==> config.mk <==
export PLATFORM = sky130hd
export DESIGN_NAME = dmem_arbiter_ctrl
export DESIGN_NICKNAME = d
export VERILOG_FILES = /design/src/rtl/dmem_arbiter_ctrl.sv
export SDC_FILE = /design/constraint.sdc
export NUM_CORES = 1
export LEC_CHECK = 0
export CORE_MARGIN = 10
export CORE_UTILIZATION = 43
export DETAILED_ROUTE_END_ITERATION = 10
export GPL_TIMING_DRIVEN = 0
export HOLD_SLACK_MARGIN = 0.1
export PLACE_DENSITY = 0.87
export SYNTH_ARGS = -nofsm -noshare
export SYNTH_HDL_FRONTEND = slang
export SYNTH_SLANG_ARGS = --single-unit
==> constraint.sdc <==
create_clock -name clk -period 5.5 [get_ports clk]
set_clock_uncertainty 0.2 [all_clocks]
set_input_delay 0.825 -clock clk [delete_from_list [all_inputs] [get_ports clk]]
set_output_delay 0.825 -clock clk [all_outputs]
set_load 0.02 [all_outputs]
==> src/rtl/dmem_arbiter_ctrl.sv <==
// dmem_arbiter_ctrl: round-robin sharing of the 32-word data memory between
// the CPU load/store port (port 0) and the debug/init port (port 1).
// Each access runs IDLE -> ACCESS -> RESP, one access every 3 cycles.
module dmem_arbiter_ctrl #(
    parameter int unsigned DEPTH_WORDS = 32,
    parameter int unsigned AW          = 11
) (
    input  logic          clk,
    input  logic          rst,
    input  logic          p0_req,
    input  logic          p0_we,
    input  logic [1:0]    p0_size,
    input  logic          p0_signed,
    input  logic [31:0]   p0_addr,
    input  logic [31:0]   p0_wdata,
    output logic          p0_gnt,
    output logic          p0_rvalid,
    output logic [31:0]   p0_rdata,
    output logic          p0_err,
    input  logic          p1_req,
    input  logic          p1_we,
    input  logic [1:0]    p1_size,
    input  logic          p1_signed,
    input  logic [31:0]   p1_addr,
    input  logic [31:0]   p1_wdata,
    output logic          p1_gnt,
    output logic          p1_rvalid,
    output logic [31:0]   p1_rdata,
    output logic          p1_err,
    output logic          dm_wena,
    output logic [1:0]    dm_in_type,
    output logic [1:0]    dm_addr_tail,
    output logic [AW-1:0] dm_addr,
    output logic [31:0]   dm_data32,
    output logic [15:0]   dm_data16,
    output logic [7:0]    dm_data8,
    input  logic [31:0]   dm_rdata
);

    typedef enum logic [1:0] {
        S_IDLE   = 2'd0,
        S_ACCESS = 2'd1,
        S_RESP   = 2'd2
    } state_t;

    state_t      state_q, state_d;
    logic        last_grant_q;   // port id of the most recent grant
    logic        owner_q;
    logic        we_q;
    logic        signed_q;
    logic [1:0]  size_q;
    logic [31:0] addr_q;
    logic [31:0] wdata_q;
    logic [31:0] rdata_q;
    logic        err_q;

    logic        grant0, grant1;
    logic        bad;
    logic [15:0] half_f;
    logic [7:0]  byte_f;
    logic [31:0] load_val;

    // Next state, arbitration and response-port decode
    always_comb begin
        state_d   = state_q;
        grant0    = 1'b0;
        grant1    = 1'b0;
        p0_rvalid = 1'b0;
        p1_rvalid = 1'b0;
        unique case (state_q)
            S_IDLE: begin
                // gnt is forced low while reset is asserted
                if (!rst) begin
                    if (p0_req && p1_req) begin
                        grant0 = last_grant_q;
                        grant1 = ~last_grant_q;
                    end else begin
                        grant0 = p0_req;
                        grant1 = p1_req;
                    end
                end
                if (grant0 || grant1) begin
                    state_d = S_ACCESS;
                end
            end
            S_ACCESS: state_d = S_RESP;
            S_RESP: begin
                p0_rvalid = ~owner_q;
                p1_rvalid = owner_q;
                state_d   = S_IDLE;
            end
            default: state_d = S_IDLE;
        endcase
    end

    // State register
    always_ff @(posedge clk or posedge rst) begin
        if (rst) begin
            state_q <= S_IDLE;
        end else begin
            state_q <= state_d;
        end
    end

    // Latch the winning request and update round-robin pointer
    always_ff @(posedge clk or posedge rst) begin
        if (rst) begin
            last_grant_q <= 1'b1;
            owner_q      <= 1'b0;
            we_q         <= 1'b0;
            signed_q     <= 1'b0;
            size_q       <= 2'b00;
            addr_q       <= '0;
            wdata_q      <= '0;
        end else if (grant0 || grant1) begin
            last_grant_q <= grant1;
            owner_q      <= grant1;
            we_q         <= grant1 ? p1_we     : p0_we;
            signed_q     <= grant1 ? p1_signed : p0_signed;
            size_q       <= grant1 ? p1_size   : p0_size;
            addr_q       <= grant1 ? p1_addr   : p0_addr;
            wdata_q      <= grant1 ? p1_wdata  : p0_wdata;
        end
    end

    // Misalignment, illegal size and out-of-range detection
    always_comb begin
        bad = 1'b0;
        case (size_q)
            2'b11:   bad = 1'b1;
            2'b01:   bad = addr_q[0];
            2'b00:   bad = (addr_q[1:0] != 2'b00);
            default: bad = 1'b0;
        endcase
        if (addr_q >= 32'(4 * DEPTH_WORDS)) begin
            bad = 1'b1;
        end
    end

    // Load field selection and sign/zero extension
    always_comb begin
        half_f = addr_q[1] ? dm_rdata[31:16] : dm_rdata[15:0];
        case (addr_q[1:0])
            2'd0:    byte_f = dm_rdata[7:0];
            2'd1:    byte_f = dm_rdata[15:8];
            2'd2:    byte_f = dm_rdata[23:16];
            default: byte_f = dm_rdata[31:24];
        endcase
        case (size_q)
            2'b00:   load_val = dm_rdata;
            2'b01:   load_val = {{16{signed_q & half_f[15]}}, half_f};
            default: load_val = {{24{signed_q & byte_f[7]}}, byte_f};
        endcase
    end

    // Capture the response at the end of ACCESS
    always_ff @(posedge clk or posedge rst) begin
        if (rst) begin
            rdata_q <= '0;
            err_q   <= 1'b0;
        end else if (state_q == S_ACCESS) begin
            rdata_q <= (we_q || bad) ? 32'h0 : load_val;
            err_q   <= bad;
        end
    end

    assign p0_gnt    = grant0;
    assign p1_gnt    = grant1;
    assign p0_rdata  = p0_rvalid ? rdata_q : 32'h0;
    assign p1_rdata  = p1_rvalid ? rdata_q : 32'h0;
    assign p0_err    = p0_rvalid & err_q;
    assign p1_err    = p1_rvalid & err_q;

    // Write enable follows the async-reset state, so it drops at once on rst
    assign dm_wena      = (state_q == S_ACCESS) & we_q & ~bad;
    assign dm_in_type   = size_q;
    assign dm_addr_tail = addr_q[1:0];
    assign dm_addr      = addr_q[AW+1:2];
    assign dm_data32    = wdata_q;
    assign dm_data16    = wdata_q[15:0];
    assign dm_data8     = wdata_q[7:0];

endmodule

# Word level (Yosys, flattened, before mapping)
# Index checks and enable logic that the tools add are counted.
# op_classes
order_cmp	1
n_eq_ne	7
n_bitwise	9
n_reduce_logical	8
mux	25
# op_table
operator	count
32-bit 2-to-1 mux	5
32-bit case mux with 2 select lines	1
32-bit by 8-bit greater-or-equal comparator with 1-bit output (second input constant)	1
8-bit case mux with 3 select lines	1
16-bit 2-to-1 mux	1
1-bit 2-to-1 mux	13
1-bit AND	6
2-bit by 1-bit equality test with 1-bit output (second input constant)	3
2-bit equality test (second input constant)	3
2-bit zero test	3
2-bit 2-to-1 mux	2
2-bit case mux with 2 select lines	1
1-bit logical OR	3
1-bit NOT	3
1-bit case mux with 3 select lines	1
2-bit != test (second input constant)	1
2-bit nonzero test	1
1-bit logical AND	1
# word_totals
wordCells	60
inputBits	172
output_inout_bits	142
ff_bits	105

# Logic depth before layout (Yosys ltp)
# Gate-level depths: netlist (run 1).
# depth
depth_word	7
ltp_mapped	6
ltp_nobuf	5

# Least setup slack after synthesis (run 1)
# Ideal clock, no wire load.
# synth_timing
kind	input-to-output
from	input port p1_req
to	output port p0_gnt
path_slack_ps	2666
stages	5
required_ps	4475
t_arrival_ps	1809
n_path_buf	2
path_cell_list	nand2b_1 nand3_1 clkbuf_1 buf_1 inv_1
# synth_via
elab_chain_cells	5
# synth_lines
item	line	text
from (decl)	20	input logic p1_req,
1-bit logical AND	74	if (p0_req && p1_req) begin
1-bit 2-to-1 mux	74	
1-bit 2-to-1 mux	73	if (!rst) begin
1-bit 2-to-1 mux (2 in a row)	70	unique case (state_q)
to (decl)	16	output logic p0_gnt,
# Every way passes these cells. The select of a mux whose other input is x is not followed.

# Worst setup path after layout (run 1)
# layout_timing
from	input port rst
to	output port p1_gnt
# layout_via
elab_chain_cells	3
# layout_lines
item	line	text
from (decl)	9	input logic rst,
1-bit 2-to-1 mux	73	
1-bit 2-to-1 mux (2 in a row)	70	
to (decl)	26	output logic p1_gnt,
# Every way passes these cells. The select of a mux whose other input is x is not followed.

==> results of run 1 <==
[worst max-delay path: cells and delay by family]
kind | cells | cell delay (ps)
buffers and inverters | 5 | 2050
AND/OR/NAND/NOR | 2 | 320
[kinds of logic after synthesis]
group / count (synthesis) / synth area share (%)
muxes: 85 / 15.88
and+or+nand+nor: 211 / 17.85
DFF: 105 / 44.49
buffers and inverters: 88 / 8.196
AOI/OAI and AO/OA: 135 / 13.57
[metal layers]
metal	up-vias	track usage [%]	wire length, um
met5	-	0	0
met4	0	9.133	632
met3	37	10.31	2824
met2	291	43.45	12390
met1	2869	24.89	8257
li1	2752	-	-
[cells in the mapped netlist (4+ instances only)]
| cell | instances | area (um^2) |
|---|---|---|
| inv_1 | 6 | 22.52 |
| clkbuf_1 | 34 | 127.6 |
| a21oi_1 | 84 | 420.4 |
| dfrtp_1 | 104 | 2603 |
| o21ai_0 | 11 | 55.05 |
| buf_1 | 9 | 33.78 |
| buf_4 | 37 | 277.8 |
| and3_1 | 9 | 56.30 |
| and2_1 | 67 | 419.2 |
| a22o_1 | 8 | 70.07 |
| a211oi_1 | 8 | 60.06 |
| o21ai_2 | 16 | 140.1 |
| nor4_1 | 4 | 25.02 |
| nand2_1 | 40 | 150.1 |
| mux4_2 | 7 | 157.7 |
| o21ai_1 | 4 | 20.02 |
| nor3_1 | 4 | 20.02 |
| nor2_1 | 72 | 270.3 |
| mux2i_1 | 78 | 780.8 |
[sequential cells by signal (all words and copies together) (netlist names)]
signal and count:
dm_data32 32, owner_q 1, err_q 1, addr_q 32, signed_q 1, we_q 1
dm_in_type 2, state_q 2, rdata_q 32, last_grant_q 1
[power groups by stage]
stage          registers (mW)  logic [mW]  clock network [mW]
3_3_place_gp             1.25        2.19                   0
4_1_cts                  1.25        2.25               0.671
6_report                 1.25        2.23               0.661
3_5_place_dp             1.25        2.23                   0
5_1_grt                  1.28        2.40               0.699
2_1_floorplan            1.35        1.15                   0
[cell type report]
type | instances | area [um^2]
fill | 1040 | 3757
timing repair buffer | 314 | 3161
multi-input combinational | 431 | 2795
sequential | 105 | 2629
buffer | 82 | 461.7
clock buffer | 10 | 229.0
tap | 176 | 220.2
clock inverter | 6 | 67.56
inverter | 6 | 25.02
antenna | 1 | 2.502
[metrics by stage]
stage	worst slack (ps)	instance area [um^2]	utilization, %	cells	hold slack (ps)
after floorplan	1716	5908	-	624	243.6
after global placement	-21.79	9261	69.39	1113	252.2
after detailed placement	1317	9291	69.61	1114	257.2
after CTS	1282	9588	71.83	1130	270.1
after global routing	1143	9588	71.83	1130	285.0
final	1268	9590	71.85	1131	267.3
[path summary, 6_finish.rpt]
check | from | to | cells after the start
min in group asynchronous | rst | addr_q[3] | 2
setup reg to reg | addr_q[9] | rdata_q[7] | 4
hold / removal | last_grant_q | last_grant_q | 2
hold reg to reg | last_grant_q | last_grant_q | 2
max in group asynchronous | rst | rdata_q[9] | 3
setup / recovery | rst | p1_gnt | 7
==> results.md, run 1 <==
- Status: finished clean
- Clock Tree Root: clkbuf_16
- Internal power: 2.492 mW
- Worst IR Drop VDD: 0.3495 mV
- Delay of the slowest cell on the worst path: 550 ps
- Endpoint class of the critical path: output port
- Residual DRC count: 0
- Post-synth net total: 796
- Layout Nets: 1,121
- Register bit total from synthesis: 105
- Tcrit/Tclk final: 76.95%
- Row cnt: 42
- F_max: 0.2363 GHz
- CTS tree: done
- GRT Total Usage: 24.39%
- Bufs on Longest Clock Path: 2
- Clock-pin slew on the worst setup and hold paths: 70 ps
- Max-cap violations: 0
- HPWL after DPL: 19.20 mm
- Top_reg_cell synth: dfrtp_1
- Crit path launch type: primary input
- Crit path DAT: 3210 ps
- Max Slew Vio Count: 0
- Relative slew slack: 15.90%
- Antenna Violating Nets Remaining: 0
- I/O Buffers: 313
- Most frequent cells in the layout: clkdlybuf4s50_1, dfrtp_1, a21oi_1
- Post-Syn Area: 0.005908 mm^2
- Post-cts sizing count: 0
- Switching power: 1.649 mW
- Reg-to-reg setup timing slack: 2660 ps
- # IOs: 314
- Final hold vios: 0
- Number of hold buffers added after cts: 0
- Drt initial violations: 419
- First-pass GRT wire length: 34.88 mm
- Die W: 137.2 um
- Fin Setup TNS: 0 ps
- Final wirelength: 24.10 mm
- Leakage: 4.393 nW
- Most common cell after layout, fill and taps aside: clkdlybuf4s50_1
- Pwr Density: 431.8 mW/mm^2
- Fin crit period: 4232 ps
- Area Overhead vs Synth: 62.33%
- Tot Pwr: 4.142 mW
- Router iterations before antenna repair: 4
- Async SR Flop Fraction: 100.0%
- # clock sinks: 105
- Max stage delay cell, worst path: clkdlybuf4s50_1
- Initial antenna violation count: 0
- Die area: 0.01883 mm^2
- Seq/Total Area, Yosys: 44.49%
- Max FO, Critical Path: 10
- Synth unique cells: 37
- Worst-margin pin slew: 1259 ps
- Largest net degree at the start of global routing: 70
- Via density: 5.260
- Avg WL per Cell: 21.31 um
- GRT overflow: 0
- Synth Instances: 624
- Setup CP Type: in2out
- H-tree depth: 3
- Hold Crit Class: reg2reg
- Core area: 0.01335 mm^2
- Vias in the first global route: 6,187
- Avg Inst Size Synth: 9.468 um^2
- Num CTS Buffers: 9
- Clk_lat worst skew: 360 ps
- Critical path data required time: 4470 ps
- Worst-path cell chain: clkdlybuf4s50_1 -> nor3_1 -> nand3_1 -> clkbuf_1 -> clkbuf_1 -> inv_1 -> clkdlybuf4s50_1
- RSZ-0062 raised after global routing: false
- Fraction of power spent switching nets: 39.82%
- Layout cell share with drive strength beyond 1: 8.910%
- Final setup viols: 0
- Setup bufs post-CTS: 0
- Die height: 137.2 um
- DR vias: 5,949
- Part of the power in registers: 30.1%
- Number of flops mapped to enable cells by yosys: 0
- Comb power frac: 53.9%
- Clock power frac: 16.0%
- YS warnings: 0
- Initial Util: 44.26%
- GPL Wtd Cong: 0.8880
Power figures use the tool's default switching activity.
==> run 2, diff against run 1 <==
- CORE_UTILIZATION: 43 -> 36
- PLACE_DENSITY: 0.87 -> 0.78
- clock period: 5.5 -> 3.51 ns (I/O delays scaled with it)
==> run 2 against run 1 <==
Clock power grew 72%. Non-clock buffer count shrank 2. Final cell count grew 3.3%. Die area grew 17%. Register-to-register slack lost 2000 ps. Combinational power grew 56%. First-iteration DRC count shrank 39%. Sequential power grew 57%. Hold slack gained 2.7 ps. Power grew 59%. Critical path type is now reg2out. Critical endpoint is now dm_wena. Largest power group unchanged. Highest routed layer unchanged.
==> results.md, run 2 (synthesis results as in run 1) <==
- Comb power frac: 52.8% (was 53.9%)
- First-pass GRT wire length: 36.07 mm (was 34.88 mm)
- Max Slew Vio Count: 0 (unchanged)
- Fin util: 60.52% (was 71.85%)
- Layout Nets: 1,119 (was 1,121)
- F_max: 0.3020 GHz
- Worst IR Drop VDD: 0.5153 mV (was 0.3495 mV)
- # diodes: 0 (was 1)
- Clk_lat worst skew: 360 ps (about the same)
- Worst Hold Depth: 2 (unchanged)
- # IOs: 314 (unchanged)
- RR Startpoint: addr_q[9] (unchanged)
- Endpoint class of the critical path: output port (unchanged)
- Layout cell share with drive strength beyond 1: 9.664% (was 8.910%)
- Die area: 0.02194 mm^2 (was 0.01883 mm^2)
- Internal power: 4.012 mW (was 2.492 mW)
- Die W: 148.1 um (was 137.2 um)
- Pwr Density: 679.0 mW/mm^2 (was 431.8 mW/mm^2)
- Max FO, Critical Path: 7 (was 10)
- Setup CP Type: reg2out (was in2out)
- Cells after DPL: 1,154 (was 1,114)
- Final setup viols: 0 (unchanged)
- R2r worst-path depth: 4 (unchanged)
- Via density: 5.023 (was 5.260)
- Met1 Use GR: 22.99% (was 24.89%)
- Met3 usage: 9.011% (was 10.31%)
- Die height: 148.1 um (was 137.2 um)
- Num CTS Buffers: 9 (unchanged)
- Worst R2R End: rdata_q[7] (unchanged)
- Switching power: 2.563 mW (was 1.649 mW)
- Vias in the first global route: 6,143 (was 6,187)
- Most common cell after layout, fill and taps aside: clkdlybuf4s50_1 (unchanged)
- Pre-CTS setup slack: -190.9 ps (was 1317 ps)
- Clock power frac: 17.3% (was 16.0%)
- Register Area: 0.002629 mm^2 (unchanged)
- Most frequent cells in the layout: clkdlybuf4s50_1, dfrtp_1, a21oi_1 (unchanged)
- Avg WL per Cell: 20.63 um (was 21.31 um)
- Crit path DAT: 2580 ps (was 3210 ps)
- GRT overflow: 0 (unchanged)
- DR vias: 5,867 (was 5,949)
- M2 GR Usage: 35.46% (was 43.45%)
- Fin crit period: 3311 ps
- Critical path data required time: 2780 ps (was 4470 ps)
- Crit path launch type: flop (was primary input)
- Clock Tree Root: clkbuf_16 (unchanged)
- Hold path startpoint: last_grant_q (unchanged)
- Final wirelength: 24.10 mm (about the same)
- Residual DRC count: 0 (unchanged)
- HPWL after DPL: 19.39 mm (was 19.20 mm)
- Gr busiest metal: met2 (unchanged)
- Setup ws final: 198.9 ps (was 1268 ps)
- Core area: 0.01600 mm^2 (was 0.01335 mm^2)
- Tot Pwr: 6.575 mW (was 4.142 mW)
- Initial antenna violation count: 0 (unchanged)
- Tcrit/Tclk final: 94.33%
- Final hold vios: 0 (unchanged)
- Fin Setup TNS: 0 ps (unchanged)
- Largest net degree at the start of global routing: 61 (was 70)
- Leakage: 4.425 nW (was 4.393 nW)
- I/O Buffers: 313 (unchanged)
- Reg-to-reg setup timing slack: 620 ps (was 2660 ps)
- Initial Util: 36.93% (was 44.26%)
- Antenna Violating Nets Remaining: 0 (unchanged)
- CTS tree: done (unchanged)
- Max-cap violations: 0 (unchanged)
- Row cnt: 46 (was 42)
- Drt initial violations: 254 (was 419)
- # clock sinks: 105 (unchanged)
- Clock-pin slew on the worst setup and hold paths: 70 ps (about the same)
- GPL Wtd Cong: 0.8737 (was 0.8880)
- GRT Total Usage: 21.06% (was 24.39%)
- Final instance area: 0.009683 mm^2 (was 0.009590 mm^2)
- Hold Crit Class: reg2reg (unchanged)
- RSZ-0062 raised after global routing: false (unchanged)
- Area Overhead vs Synth: 63.89% (was 62.33%)
- Hold path endpoint: last_grant_q (unchanged)
- Status: finished clean (unchanged)
- Placed Area: 0.009341 mm^2 (was 0.009291 mm^2)
- Multi-input gate area: 0.002810 mm^2 (was 0.002795 mm^2)
- Part of the power in registers: 29.8% (was 30.1%)
- Fraction of power spent switching nets: 38.98% (was 39.82%)
- Final cell count without fillers: 1,168 (was 1,131)
- Relative slew slack: 26.17% (was 15.90%)
- Hold WS: 270.0 ps (was 267.3 ps)
- Worst-margin pin slew: 1099 ps (was 1259 ps)
- Router iterations before antenna repair: 4 (unchanged)
- H-tree depth: 3 (unchanged)
- Filler cells: 1,436 (was 1,040)
- Bufs on Longest Clock Path: 2 (unchanged)
[run 2: timing repair]
action                     in CTS  in global routing
gates resized for setup         5                  2
setup endpoints to repair      31                  3
hold buffers                    0                  0
pin swaps                       0                  0
setup buffers                   0                  0
[run 2: routing by layer]
| metal | vias up | wire [um] |
|---|---|---|
| met5 | - | 0 |
| met4 | 0 | 664 |
| met3 | 37 | 2493 |
| met2 | 280 | 11800 |
| met1 | 2797 | 9140 |
| li1 | 2753 | - |
[run 2: power by group through the flow]
| stage | registers [mW] | clock network, mW | logic [mW] |
|---|---|---|---|
| 3_5_place_dp | 1.96 | 0 | 3.50 |
| 4_1_cts | 1.95 | 1.15 | 3.53 |
| 3_3_place_gp | 1.95 | 0 | 3.45 |
| 6_report | 1.96 | 1.14 | 3.47 |
| 5_1_grt | 2.02 | 1.20 | 3.73 |
| 2_1_floorplan | 2.11 | 0 | 1.80 |
[run 2: how the worst max path moves through the flow]
stage                    start          end  slack, ps  cells past startpoint
CTS                        rst       p1_gnt         60                      7
finish              state_q[0]      dm_wena        200                      7
detailed placement         rst       p1_gnt       -190                      7
floorplan                  rst    addr_q[0]         20                      1
global placement           rst  rdata_q[10]      -1850                      2
global route        state_q[0]      dm_wena         60                      7
[run 2: area by class of cell]
cell class	instances	share of cell area, %
well taps	216	2.791
flip-flops and latches	105	27.15
inverters	6	0.2584
clock inverters	5	0.8011
clock buffers	11	2.610
plain buffers	80	4.729
repair buffers	314	32.64
multi-input cells	431	29.02
[run 2: worst max-delay path, stage by stage (launching register included)]
cell and delay, ps:
dfrtp_1 400, or2b_2 300, clkbuf_1 230, inv_1 170, nand3b_1 80, nor3_1 180
and2_1 160, clkdlybuf4s50_1 700
==> run 3, diff against run 2 <==
- CORE_UTILIZATION: 36 -> 40
- PLACE_DENSITY: 0.78 -> 0.82
- clock period: 3.51 -> 3.5 ns (I/O delays scaled with it)
==> run 3 against run 2 <==
Clock power shrank 8%. Final cell count shrank 2.5%. Sequential power is essentially flat. Non-clock buffer count grew 3. Hold slack lost 1.2 ps. First-iteration DRC count grew 35%. Power shrank 1.4%. Sequential cell count is the same.
==> results.md, run 3 (synthesis results as in run 1) <==
- M2 GR Usage: 38.41% (was 35.46%)
- Pwr Density: 673.1 mW/mm^2 (was 679.0 mW/mm^2)
- Layout cell share with drive strength beyond 1: 9.738% (was 9.664%)
- Number of hold buffers added after cts: 0 (unchanged)
- Gr busiest metal: met2 (unchanged)
- Clock Tree Root: clkbuf_16 (unchanged)
- Relative slew slack: 27.63% (was 26.17%)
- Initial antenna violation count: 0 (unchanged)
- First-pass GRT wire length: 35.17 mm (was 36.07 mm)
- Setup CP Type: in2out (was reg2out)
- Initial Util: 40.81% (was 36.93%)
- Hold Crit Class: reg2reg (unchanged)
- Final wirelength: 23.30 mm (was 24.10 mm)
- Reg-to-reg setup timing slack: 600 ps (was 620 ps)
- Delay of the slowest cell on the worst path: 550 ps (was 700 ps)
- F_max: 0.2993 GHz
- Area Overhead vs Synth: 63.07% (was 63.89%)
- Cells after DPL: 1,122 (was 1,154)
- Final cell count without fillers: 1,139 (was 1,168)
- I/O Buffers: 313 (unchanged)
- HPWL after DPL: 18.80 mm (was 19.39 mm)
- Met1 Use GR: 23.74% (was 22.99%)
- GPL Wtd Cong: 0.8471 (was 0.8737)
- Tcrit/Tclk final: 95.46%
- DR vias: 5,790 (was 5,867)
- Endpoint class of the critical path: output port (unchanged)
- Largest net degree at the start of global routing: 59 (was 61)
- Vias in the first global route: 6,236 (was 6,143)
- GRT Total Usage: 22.33% (was 21.06%)
- Max FO, Critical Path: 10 (was 7)
- # IOs: 314 (unchanged)
- Max Slew Vio Count: 0 (unchanged)
- Antenna Violating Nets Remaining: 0 (unchanged)
- Fin util: 66.54% (was 60.52%)
- # clock sinks: 105 (unchanged)
- Crit path launch type: primary input (was flop)
- Worst-margin pin slew: 1077 ps (was 1099 ps)
- Critical path data required time: 2770 ps (was 2780 ps)
- Core area: 0.01448 mm^2 (was 0.01600 mm^2)
- Die area: 0.02003 mm^2 (was 0.02194 mm^2)
- Drt initial violations: 344 (was 254)
- RSZ-0062 raised after global routing: false (unchanged)
- Filler cells: 1,206 (was 1,436)
- Max stage delay cell, worst path: clkdlybuf4s50_1 (unchanged)
- Clk_lat worst skew: 360 ps (about the same)
- Met3 usage: 10.35% (was 9.011%)
- Die W: 141.5 um (was 148.1 um)
- Final hold vios: 0 (unchanged)
- Worst IR Drop VDD: 0.5750 mV (was 0.5153 mV)
- Row cnt: 44 (was 46)
- Residual DRC count: 0 (unchanged)
- Crit path max-delay family: buffers and inverters (unchanged)
- Die height: 141.5 um (was 148.1 um)
- Avg WL per Cell: 20.45 um (was 20.63 um)
- # diodes: 0 (unchanged)
- Max-cap violations: 0 (unchanged)
- Final setup viols: 0 (unchanged)
- Num CTS Buffers: 9 (unchanged)
- Clock-pin slew on the worst setup and hold paths: 70 ps (about the same)
- CTS tree: done (unchanged)
- Layout Nets: 1,122 (was 1,119)
- GRT overflow: 0 (unchanged)
- Fin crit period: 3341 ps
- Crit path DAT: 2620 ps (was 2580 ps)
- Worst-path cell chain: clkdlybuf4s50_1 -> nor3_2 -> nand3_1 -> clkbuf_1 -> buf_2 -> inv_1 -> clkdlybuf4s50_1 (was or2b_2 -> clkbuf_1 -> inv_1 -> nand3b_1 -> nor3_1 -> and2_1 -> clkdlybuf4s50_1)
- Status: finished clean (unchanged)
- Leakage: 4.414 nW (was 4.425 nW)
- Router iterations before antenna repair: 5 (was 4)
- Most frequent cells in the layout: clkdlybuf4s50_1, dfrtp_1, a21oi_1 (unchanged)
- Via density: 5.083 (was 5.023)
- Most common cell after layout, fill and taps aside: clkdlybuf4s50_1 (unchanged)
- Bufs on Longest Clock Path: 2 (unchanged)
- H-tree depth: 3 (unchanged)
- Worst path most repeated cell: clkdlybuf4s50_1
- Worst Path Buf+Inv: 5 (was 3)
## run 3: final cells by class
cell class                 instances  area [um^2]  share of cell area (%)
buffer                            80        455.4                   4.727
clock buffer                       9        225.2                   2.338
clock inverter                     7        76.32                  0.7922
inverter                           6        25.02                  0.2597
multi-input combinational        431         2810                   29.17
sequential                       105         2629                   27.29
tap                              184        230.2                   2.390
timing repair buffer             317         3183                   33.04
## run 3: report_power, final
| part | switching, mW | leakage [nW] | internal, mW |
|---|---|---|---|
| Clock | 0.487 | 0.142 | 0.560 |
| Combinational | 1.73 | 3.01 | 1.74 |
| Sequential | 0.343 | 1.26 | 1.63 |
| Total | 2.56 | 4.41 | 3.92 |
## run 3: metrics by stage
stage               power [mW]  area (um^2)  setup TNS, ps  setup WS, ps  hold WS [ps]
global placement         5.400         9271        -185040         -1779         253.2
global route             6.866         9634              0         11.83         316.2
finish                   6.485         9634              0         158.9         268.8
detailed placement       5.461         9301         -103.0        -66.11         257.3
CTS                      6.525         9610              0         100.6         269.2
floorplan                3.925         5908              0         16.11         243.6
## run 3: path summary, 6_finish.rpt
| path | from | to | cells after the start |
|---|---|---|---|
| max in group asynchronous | rst | last_grant_q | 3 |
| worst max-delay path | rst | p0_gnt | 7 |
| min in group asynchronous | rst | dm_data32[29] | 2 |
| worst max register to register | addr_q[9] | rdata_q[4] | 4 |
| worst min-delay path | last_grant_q | last_grant_q | 2 |
| worst min register to register | last_grant_q | last_grant_q | 2 |
## run 3: repair_timing
action	CTS	global route
setup buffers	0	3
gates resized for setup	3	1
pin swaps	0	1
setup endpoints to repair	32	3
## run 3: routing by layer
metal,part of all wire [%],vias up
li1,-,2761
met1,36,2698
met2,49,298
met3,12,33
met4,2.4,0
met5,0,-
## run 3: tightest hold or removal path: stages, from the launching register on
cell	delay (ps)
dfstp_2	380
nand2_1	50
nand2_1	50
